--- config.mk ---
export PLATFORM = sky130hd
export DESIGN_NAME = bubble_buffer_loader_flat
export DESIGN_NICKNAME = d
export VERILOG_FILES = /design/src/rtl/bubble_buffer_loader_if.sv /design/src/rtl/bubble_buffer_loader.sv /design/src/flat_wrapper.sv
export SDC_FILE = /design/constraint.sdc
export NUM_CORES = 1
export LEC_CHECK = 0
export ABC_AREA = 1
export BUFFER_PORTS_ARGS = -buffer_cell sky130_fd_sc_hd__buf_2
export CAP_MARGIN = 20
export CORE_MARGIN = 2
export CORE_UTILIZATION = 58
export DETAILED_ROUTE_END_ITERATION = 16
export PLACE_DENSITY = 0.8
export SLEW_MARGIN = 20
export SYNTH_ARGS = -nofsm -noshare
export SYNTH_HDL_FRONTEND = slang
export SYNTH_SLANG_ARGS = --single-unit
export TNS_END_PERCENT = 100
--- constraint.sdc ---
create_clock -name MCLK -period 1.9 [get_ports MCLK]
set_input_delay 0.095 -clock MCLK [delete_from_list [all_inputs] [get_ports MCLK]]
set_output_delay 0.095 -clock MCLK [all_outputs]
set_load 0.03 [all_outputs]
--- src/rtl/bubble_buffer_loader_if.sv ---
// ----------------------------------------------------------------------------
// bubble_buffer_loader_if
//
// Purpose: groups the load-control, byte-stream and buffer-write signals of
// the bubble buffer loader into one bundle.
//
// Signals:
//   LOADSTART  load request (sampled on the MCLK rising edge)
//   ACCTYPE    load type, 3'b110 = BOOT, 3'b111 = USER
//   BYTEDATA   image byte from the upstream source
//   BYTEVALID  BYTEDATA is valid
//   BYTEREADY  loader accepts a byte this cycle
//   BUFWADDR   buffer bit address (bit0 = channel, bits[13:1] = word)
//   BUFWCLK    buffer write strobe, write on its rising edge
//   BUFWDATA   buffer write data bit
//   LOADBUSY   a load is in progress
//   LOADDONE   one-cycle pulse when a load completes
//
// Modports:
//   master  the upstream controller / byte source and buffer
//   slave   the loader itself
//
// Byte handshake: a byte transfers on every MCLK rising edge where both
// BYTEVALID and BYTEREADY are 1. The source keeps BYTEDATA stable while
// BYTEVALID is 1 and BYTEREADY is 0; BYTEREADY never depends on BYTEVALID
// combinationally.
// ----------------------------------------------------------------------------
interface bubble_buffer_loader_if;
    logic        LOADSTART;
    logic [2:0]  ACCTYPE;
    logic [7:0]  BYTEDATA;
    logic        BYTEVALID;
    logic        BYTEREADY;
    logic [14:0] BUFWADDR;
    logic        BUFWCLK;
    logic        BUFWDATA;
    logic        LOADBUSY;
    logic        LOADDONE;

    modport master (
        output LOADSTART, ACCTYPE, BYTEDATA, BYTEVALID,
        input  BYTEREADY, BUFWADDR, BUFWCLK, BUFWDATA, LOADBUSY, LOADDONE
    );

    modport slave (
        input  LOADSTART, ACCTYPE, BYTEDATA, BYTEVALID,
        output BYTEREADY, BUFWADDR, BUFWCLK, BUFWDATA, LOADBUSY, LOADDONE
    );
endinterface

--- src/rtl/bubble_buffer_loader.sv ---
// ----------------------------------------------------------------------------
// bubble_buffer_loader
//
// Purpose: loads a boot or user image, delivered one byte at a time, into a
// bit-addressed bubble buffer. A BOOT load first writes a 65-bit sync pattern
// (64 zeros then a one on the even channel), then both load types serialise
// every byte LSB first into consecutive bit addresses. Each bit write takes
// two cycles: address/data change with the strobe low (cycle A), then the
// strobe goes high with address/data held (cycle B).
//
// Ports:
//   MCLK       system clock (48 MHz), the only clock
//   RESET      synchronous, active-high reset
//   bus        bubble_buffer_loader_if.slave bundle (see interface header)
//   fsm_state  debug view of the FSM state:
//              0 = IDLE, 1 = SYNC, 2 = WAITBYTE, 3 = SHIFT, 4 = DONE
// ----------------------------------------------------------------------------
module bubble_buffer_loader (
    input  logic                         MCLK,
    input  logic                         RESET,
    bubble_buffer_loader_if.slave        bus,
    output logic [2:0]                   fsm_state
);

    localparam logic [2:0]  ACC_BOOT        = 3'b110;
    localparam logic [2:0]  ACC_USER        = 3'b111;
    localparam logic [14:0] SYNC_FIRST_ADDR = 15'd3974;   // word 1987, D0
    localparam logic [6:0]  SYNC_LAST       = 7'd64;      // 65 sync writes: 0..64
    localparam logic [14:0] BOOT_BASE       = 15'd4106;   // word 2053
    localparam logic [14:0] USER_BASE       = 15'd14342;  // word 7171
    localparam logic [8:0]  BOOT_BYTES      = 9'd480;
    localparam logic [8:0]  USER_BYTES      = 9'd128;

    typedef enum logic [2:0] {
        ST_IDLE     = 3'd0,
        ST_SYNC     = 3'd1,
        ST_WAITBYTE = 3'd2,
        ST_SHIFT    = 3'd3,
        ST_DONE     = 3'd4
    } state_t;

    state_t      state, state_n;

    logic        wphase, wphase_n;     // 0: write cycle A, 1: write cycle B
    logic [14:0] waddr, waddr_n;
    logic        wdata, wdata_n;
    logic        wclk, wclk_n;
    logic [7:0]  shreg, shreg_n;
    logic [2:0]  bitcnt, bitcnt_n;
    logic [8:0]  bytecnt, bytecnt_n;
    logic [6:0]  synccnt, synccnt_n;
    logic [2:0]  acc, acc_n;

    logic        start_boot;
    logic        start_user;
    logic        last_byte;
    logic [14:0] base_addr;

    assign start_boot = bus.LOADSTART && (bus.ACCTYPE == ACC_BOOT);
    assign start_user = bus.LOADSTART && (bus.ACCTYPE == ACC_USER);
    assign base_addr  = (acc == ACC_BOOT) ? BOOT_BASE : USER_BASE;
    assign last_byte  = (bytecnt == (((acc == ACC_BOOT) ? BOOT_BYTES : USER_BYTES) - 9'd1));

    // ------------------------------------------------------------------
    // State register
    // ------------------------------------------------------------------
    always_ff @(posedge MCLK) begin
        if (RESET) begin
            state <= ST_IDLE;
        end else begin
            state <= state_n;
        end
    end

    // ------------------------------------------------------------------
    // Next-state logic
    // ------------------------------------------------------------------
    always_comb begin
        state_n = state;
        case (state)
            ST_IDLE: begin
                if (start_boot) begin
                    state_n = ST_SYNC;
                end else if (start_user) begin
                    state_n = ST_WAITBYTE;
                end
            end
            ST_SYNC: begin
                if (wphase && (synccnt == SYNC_LAST)) begin
                    state_n = ST_WAITBYTE;
                end
            end
            ST_WAITBYTE: begin
                if (bus.BYTEVALID) begin
                    state_n = ST_SHIFT;
                end
            end
            ST_SHIFT: begin
                if (wphase && (bitcnt == 3'd7)) begin
                    state_n = last_byte ? ST_DONE : ST_WAITBYTE;
                end
            end
            ST_DONE: begin
                state_n = ST_IDLE;
            end
            default: begin
                state_n = ST_IDLE;
            end
        endcase
    end

    // ------------------------------------------------------------------
    // Output / datapath next values. Address and data for a write are
    // loaded on the edge that enters its cycle A, so they are already
    // stable when the strobe rises one cycle later.
    // ------------------------------------------------------------------
    always_comb begin
        wphase_n  = wphase;
        waddr_n   = waddr;
        wdata_n   = wdata;
        shreg_n   = shreg;
        bitcnt_n  = bitcnt;
        bytecnt_n = bytecnt;
        synccnt_n = synccnt;
        acc_n     = acc;
        wclk_n    = 1'b0;

        case (state)
            ST_IDLE: begin
                if (start_boot || start_user) begin
                    acc_n     = bus.ACCTYPE;
                    bytecnt_n = '0;
                    synccnt_n = '0;
                    wphase_n  = 1'b0;
                    if (start_boot) begin
                        waddr_n = SYNC_FIRST_ADDR;
                        wdata_n = 1'b0;
                    end
                end
            end
            ST_SYNC: begin
                if (!wphase) begin
                    wphase_n = 1'b1;
                end else begin
                    wphase_n = 1'b0;
                    if (synccnt != SYNC_LAST) begin
                        synccnt_n = synccnt + 7'd1;
                        waddr_n   = waddr + 15'd2;
                        // Only the final sync write carries a one.
                        wdata_n   = (synccnt == (SYNC_LAST - 7'd1));
                    end
                end
            end
            ST_WAITBYTE: begin
                if (bus.BYTEVALID) begin
                    shreg_n  = bus.BYTEDATA;
                    wdata_n  = bus.BYTEDATA[0];
                    bitcnt_n = '0;
                    wphase_n = 1'b0;
                    // First byte jumps to the image base; later bytes
                    // continue from the last written bit.
                    waddr_n  = (bytecnt == 9'd0) ? base_addr : (waddr + 15'd1);
                end
            end
            ST_SHIFT: begin
                if (!wphase) begin
                    wphase_n = 1'b1;
                end else begin
                    wphase_n = 1'b0;
                    if (bitcnt != 3'd7) begin
                        bitcnt_n = bitcnt + 3'd1;
                        // Rotate so the next bit to send sits in shreg[0].
                        shreg_n  = {shreg[0], shreg[7:1]};
                        wdata_n  = shreg[1];
                        waddr_n  = waddr + 15'd1;
                    end else begin
                        bytecnt_n = bytecnt + 9'd1;
                    end
                end
            end
            default: begin
            end
        endcase

        // Strobe is registered so it is glitch-free toward the buffer.
        wclk_n = ((state_n == ST_SYNC) || (state_n == ST_SHIFT)) && wphase_n;
    end

    // ------------------------------------------------------------------
    // Datapath registers
    // ------------------------------------------------------------------
    always_ff @(posedge MCLK) begin
        if (RESET) begin
            wphase  <= 1'b0;
            waddr   <= '0;
            wdata   <= 1'b0;
            wclk    <= 1'b0;
            shreg   <= '0;
            bitcnt  <= '0;
            bytecnt <= '0;
            synccnt <= '0;
            acc     <= '0;
        end else begin
            wphase  <= wphase_n;
            waddr   <= waddr_n;
            wdata   <= wdata_n;
            wclk    <= wclk_n;
            shreg   <= shreg_n;
            bitcnt  <= bitcnt_n;
            bytecnt <= bytecnt_n;
            synccnt <= synccnt_n;
            acc     <= acc_n;
        end
    end

    assign bus.BYTEREADY = (state == ST_WAITBYTE);
    assign bus.LOADBUSY  = (state != ST_IDLE);
    assign bus.LOADDONE  = (state == ST_DONE);
    assign bus.BUFWADDR  = waddr;
    assign bus.BUFWDATA  = wdata;
    assign bus.BUFWCLK   = wclk;
    assign fsm_state     = state;

endmodule
--- src/flat_wrapper.sv ---
// flat-port wrapper written by rule: the top's interface ports become plain ports
module bubble_buffer_loader_flat 
  (MCLK, RESET, fsm_state, bus_LOADSTART, bus_ACCTYPE, bus_BYTEDATA, bus_BYTEVALID, bus_BYTEREADY, bus_BUFWADDR, bus_BUFWCLK, bus_BUFWDATA, bus_LOADBUSY, bus_LOADDONE);
  bubble_buffer_loader_if bus_i ();
  input  logic MCLK;
  input  logic RESET;
  output logic [2:0] fsm_state;
  input wire logic [$bits(bus_i.LOADSTART)-1:0] bus_LOADSTART;
  input wire logic [$bits(bus_i.ACCTYPE)-1:0] bus_ACCTYPE;
  input wire logic [$bits(bus_i.BYTEDATA)-1:0] bus_BYTEDATA;
  input wire logic [$bits(bus_i.BYTEVALID)-1:0] bus_BYTEVALID;
  output wire logic [$bits(bus_i.BYTEREADY)-1:0] bus_BYTEREADY;
  output wire logic [$bits(bus_i.BUFWADDR)-1:0] bus_BUFWADDR;
  output wire logic [$bits(bus_i.BUFWCLK)-1:0] bus_BUFWCLK;
  output wire logic [$bits(bus_i.BUFWDATA)-1:0] bus_BUFWDATA;
  output wire logic [$bits(bus_i.LOADBUSY)-1:0] bus_LOADBUSY;
  output wire logic [$bits(bus_i.LOADDONE)-1:0] bus_LOADDONE;
  assign bus_i.LOADSTART = bus_LOADSTART;
  assign bus_i.ACCTYPE = bus_ACCTYPE;
  assign bus_i.BYTEDATA = bus_BYTEDATA;
  assign bus_i.BYTEVALID = bus_BYTEVALID;
  assign bus_BYTEREADY = bus_i.BYTEREADY;
  assign bus_BUFWADDR = bus_i.BUFWADDR;
  assign bus_BUFWCLK = bus_i.BUFWCLK;
  assign bus_BUFWDATA = bus_i.BUFWDATA;
  assign bus_LOADBUSY = bus_i.LOADBUSY;
  assign bus_LOADDONE = bus_i.LOADDONE;
  bubble_buffer_loader u_core (.MCLK(MCLK), .RESET(RESET), .bus(bus_i), .fsm_state(fsm_state));
endmodule
### Word level (Yosys, flattened, before mapping)

Cells that the tools add are included.

* register bits after elaboration: 51
* input port bits: 15
* output and inout port bits: 23
* word-level logic and storage cells: 105

* $add $sub $neg: 6
* equality and inequality tests: 23
* muxes and demuxes: 46
* reduce and logical (&&, ||, !) cells: 20

Operators by type and width (count)
* $mux W15: 8
* $pmux W15 S4: 1
* $mux W9: 4
* $mux W3: 9
* $mux W8: 3
* $mux W7: 3
* $pmux W9 S2: 1
* $pmux W8 S2: 1
* $add A15 B1 Y15 const B: 1
* $add A15 B2 Y15 const B: 1
* $eq A3 B3 Y1 const B: 5
* $mux W14: 1
* $pmux W7 S2: 1
* $ne A2 B1 Y1 const B: 6
* $pmux W3 S4: 1
* $reduce_and A4 Y1: 3
* $mux W1: 10
* $add A9 B1 Y9 const B: 1
* $eq A3 B2 Y1 const B: 3
* $eq A9 B9 Y1: 1
* $logic_not A9 Y1: 1
* $sub A9 B1 Y9 const B: 1
* $reduce_and A8 Y1: 1
* $add A7 B1 Y7 const B: 1
* 18 further kinds: 27

### Logic depth before layout (Yosys ltp)

* depth in word-level cells: 10
* mapped depth: 13
* depth with buffers taken out: 12

### Worst setup path after synthesis

OpenSTA, ideal clock, no wires.

* kind: reg2reg
* from: register u_core.state[2] (netlist: u_core.fsm_state[2])
* to: register u_core.waddr[11] (netlist: u_core.bus.BUFWADDR[11])
* library setup time: 0.113 ns
* data arrival time: 1.744 ns
* data required time: 1.787 ns
* path slack: 0.043 ns
* cell stages (with the launch flop): 11
* buffers on the path: 1
* period minus slack after synthesis: 1.857 ns
* path through: dfxtp_1 > inv_2 > nand2_2 > inv_2 > a21oi_1 > nand3_2 > buf_6 > nor2_4 > inv_2 > o21ai_1 > inv_1

* longest elaborated chain between the ends: 3
* elaborated cells between the ends (all ways): 14
* classes of those cells: 10 x eq/ne; 1 x mux; 3 x reduce/logical

Ends and longest elaborated chain
* from (decl): RTL line bubble_buffer_loader.sv:42 `state_t state, state_n;`
* from (signal assigned): RTL line bubble_buffer_loader.sv:71 `state <= state_n;`
* $eq A3 B2 Y1, or another cell as far along: RTL line bubble_buffer_loader.sv:128 `case (state)`
* $reduce_bool A4 Y1 (no line), or another cell as far along
* $reduce_and A8 Y1 (no line)
* to (signal assigned): RTL line bubble_buffer_loader.sv:205 `waddr <= waddr_n;`
* to (decl): RTL line bubble_buffer_loader.sv:45 `logic [14:0] waddr, waddr_n;`

Several ways; a longest one is shown, not always the timed one.
A chain may end at the register's enable or synchronous reset.

### Final worst setup path

* from: register u_core.bitcnt[0]
* to: register u_core.waddr[2] (netlist: u_core.bus.BUFWADDR[2])

* longest elaborated chain between the ends: 3

Ends and longest elaborated chain
* from (decl): RTL line bubble_buffer_loader.sv:49 `logic [2:0] bitcnt, bitcnt_n;`
* from (signal assigned): RTL line bubble_buffer_loader.sv:209 `bitcnt <= bitcnt_n;`
* $ne A3 B3 Y1: RTL line bubble_buffer_loader.sv:170 `if (bitcnt != 3'd7) begin`
* $ne A2 B1 Y1 (no line)
* $reduce_and A8 Y1 (no line)

Every way passes these cells.

==> impl_metrics.env <==
export IMPL_reg2reg_depth=10
export IMPL_slew_headroom_pct=69.2
export IMPL_yosysSeqAreaShare_pct=32.7
export IMPL_synth_flop_cell="dfxtp_1"
export IMPL_rr_startpoint="u_core.bitcnt[0]"
export IMPL_drv_slew=0
export IMPL_post_route_util_pct=68.5
export IMPL_crit_family="simple AND/OR/NAND/NOR gates"
export IMPL_drv_cap=0
export IMPL_cp_endpoint="u_core.bus.BUFWADDR[2]"
export IMPL_synth_nets=505
export IMPL_grt_overflow_total=0
export IMPL_drc=0
export IMPL_placed_cells=588
export IMPL_syn_area_per_cell_um2=6.48
export IMPL_wl_um=7530
export IMPL_vias_per_cell=5.38
export IMPL_synth_async_reset_ratio_pct=0
export IMPL_cp_startpoint="u_core.bitcnt[0]"
export IMPL_fp_dieArea_um2=5990
export IMPL_via_count=3209
export IMPL_critPathLaunchType="register"
export IMPL_yosysUniqueCellTypes=37
export IMPL_reg2reg_slack_ps=120
export IMPL_setup_viol=0
export IMPL_die_w_um=77.4
export IMPL_path_max_fanout=15
export IMPL_grt_pass1_vias=2839
export IMPL_track_usage_pct=25.9
export IMPL_tritoncts="yes"
export IMPL_hpwlAfterDp_um=5680
export IMPL_clockBufferDepth=2
export IMPL_worst_path_stages=10
export IMPL_clk_pin_slew_worst_paths_ps=100
export IMPL_power_uw=2640
export IMPL_core_area_um2=5140
export IMPL_grt_pass1_wl_um=12600
export IMPL_skew_ps=9.84
export IMPL_arrival_ps=1990
export IMPL_synth_area_um2=3120
export IMPL_dpl_cell_area_um2=3420
export IMPL_drt_iter0_drc=269
export IMPL_syn_to_final_growth_pct=12.7
export IMPL_synth_edf_count=0
export IMPL_ant_nets=0
export IMPL_worstPathRequired_ps=2110
export IMPL_final_setup_tns_ps=0
export IMPL_grt_max_degree=23
export IMPL_max_freq_mhz=560
export IMPL_rsz0062_at_grt="yes"
export IMPL_hold_violations=0
export IMPL_n_antenna_cell=0
export IMPL_drive_above_1_share_pct=16.7
export IMPL_place_gp_congestion=0.885
export IMPL_first_pass_iters=5
export IMPL_die_h_um=77.4
export IMPL_min_period_ps=1780
export IMPL_multiInputGateArea_um2=1790
export IMPL_cts_made_buffers=5
export IMPL_worstMarginPinSlew_ps=461
export IMPL_final_area_um2=3520
export IMPL_fillCellCount=491
export IMPL_worstHoldStart="RESET"
export IMPL_fin_cells=596
export IMPL_start_util_pct=60.8
export IMPL_yosys_warnings=0
export IMPL_synth_seq_cells=51
export IMPL_crit_type="reg -> reg"
export IMPL_rr_endpoint="u_core.bus.BUFWADDR[2]"
export IMPL_ir_drop_uv=585
export IMPL_max_stage_delay_ps=330
export IMPL_clk_insertion_delay_late_ps=310
export IMPL_antenna_found_initial=0
export IMPL_port_buffers=37
export IMPL_rows=26
export IMPL_path_buf_inv=1
export IMPL_holdPathStages=2
export IMPL_nNetsFinal=548
export IMPL_routedWlPerCell_um=12.6
export IMPL_cts_hold_buf=0
export IMPL_slowest_stage="dfxtp_1"
export IMPL_cp_cell_sequence="ha_1 -> ha_1 -> nand2_1 -> nand2_1 -> a21oi_1 -> nand3_2 -> inv_6 -> o21ai_0 -> nor2_1 -> nor2_1"
export IMPL_netlist_instances=482
export IMPL_hp_class="in -> reg"
export IMPL_status="finished clean"
export IMPL_cp_end_kind="register"
export IMPL_top_level_ports=38
export IMPL_timing_final_crit_share_pct=93.9
export IMPL_htree_levels=2
export IMPL_p_leak_uw=0.00150
export IMPL_powerDensity_nw_per_um2=749
export IMPL_cts_sinks=51
export IMPL_post_cts_buffers=0
export IMPL_regArea_um2=1020
export IMPL_root_buffer="clkbuf_8"
==> per-stage QoR <==
step	setup WS [ps]	hold slack, ps
floorplan	43.2	314
global placement	156	424
detailed placement	90.9	441
CTS	80.7	116
global route	-5.84	133
finish	116	120
==> cell type report <==
cell class                 count  area share [%]
multi-input combinational    354            50.9
sequential                    51            29.1
timing repair buffer          51            8.25
inverter                      62            6.75
tap                           70            2.49
clock buffer                   5            1.96
clock inverter                 3           0.533
==> report_power, final <==
| group | leakage, uW | internal [uW] | switching (uW) |
|---|---|---|---|
| logic | 0.00104 | 250 | 517 |
| clock network | 0.0000483 | 260 | 377 |
| registers | 0.000415 | 1150 | 79.2 |
| total | 0.00150 | 1660 | 973 |
==> sequential cells by signal, indices dropped and copies added, names as in the netlist <==
signal               cells
u_core.fsm_state         3
u_core.bitcnt            3
u_core.bus.BUFWDATA      1
u_core.shreg             8
u_core.bus.BUFWCLK       1
u_core.bus.BUFWADDR     15
u_core.bytecnt           9
u_core.synccnt           7
u_core.wphase            1
u_core.acc               3
==> routing by layer <==
| metal | vias up | routed length (um) | global-route usage [%] | share of wire (%) |
|---|---|---|---|---|
| li1 | 1666 | - | - | - |
| met3 | 25 | 323 | 4.07 | 4.3 |
| met2 | 99 | 3420 | 42.2 | 45 |
| met5 | - | 0 | 0 | 0 |
| met4 | 0 | 187 | 8.93 | 2.5 |
| met1 | 1419 | 3600 | 35.0 | 48 |
==> layout by cell type, fill, tap and decap left out, drive strengths merged, types with 5 or more instances in the layout <==
cell    netlist  final
xor2          8      8
nor2         60     60
nand2       116    116
ha            8      8
dfxtp        51     51
clkbuf        6      5
buf           9     51
nor3         11     11
a21oi        42     42
nand4         9      9
nand3        29     29
inv          62     63
o21ai        42     42
==> synth_stat cells (2+ instances only) <==
cell	n	area [um^2]
buf_6	2	22.5
nand4_1	9	56.3
xor2_1	8	70.1
nand2_2	3	18.8
o21ai_1	6	30.0
nand3_1	28	140
nand3b_1	3	22.5
a31oi_1	4	25.0
nor2_1	52	195
inv_2	7	26.3
nand2_1	111	417
a21oi_1	42	210
o21ai_0	36	180
nor2_2	6	37.5
o22ai_1	4	25.0
o31ai_1	3	22.5
inv_1	55	206
clkbuf_1	5	18.8
nor3_1	10	50.1
o211ai_1	3	22.5
xnor2_1	2	17.5
ha_1	8	100
a211oi_1	3	22.5
nor2_4	2	22.5
dfxtp_1	51	1020
nand2_4	2	22.5
buf_2	7	35.0
==> kinds of logic (layout without fill, tap and decap cells) <==
group / Yosys count / count (layout) / share of synthesized area (%)
flops: 51 / 51 / 32.7
xor+xnor: 10 / 10 / 2.80
compound gates: 106 / 106 / 18.6
buf+inv: 77 / 121 / 10.1
fa+ha+maj: 8 / 8 / 3.20
simple gates: 230 / 230 / 32.7
==> repair_timing <==
| item | in CTS | in global routing |
|---|---|---|
| endpoints found under the hold margin | 0 | 0 |
| resized for setup | 0 | 8 |
| setup endpoints to repair | 0 | 8 |
==> worst min path at each step <==
stage / to / slack (ps)
after floorplan: u_core.acc[0] / 310
after global placement: u_core.acc[2] / 420
after detailed placement: u_core.shreg[4] / 440
after CTS: u_core.acc[1] / 120
after global routing: u_core.acc[2] / 130
final: u_core.fsm_state[0] / 120
(Power assumes the default switching activity.)
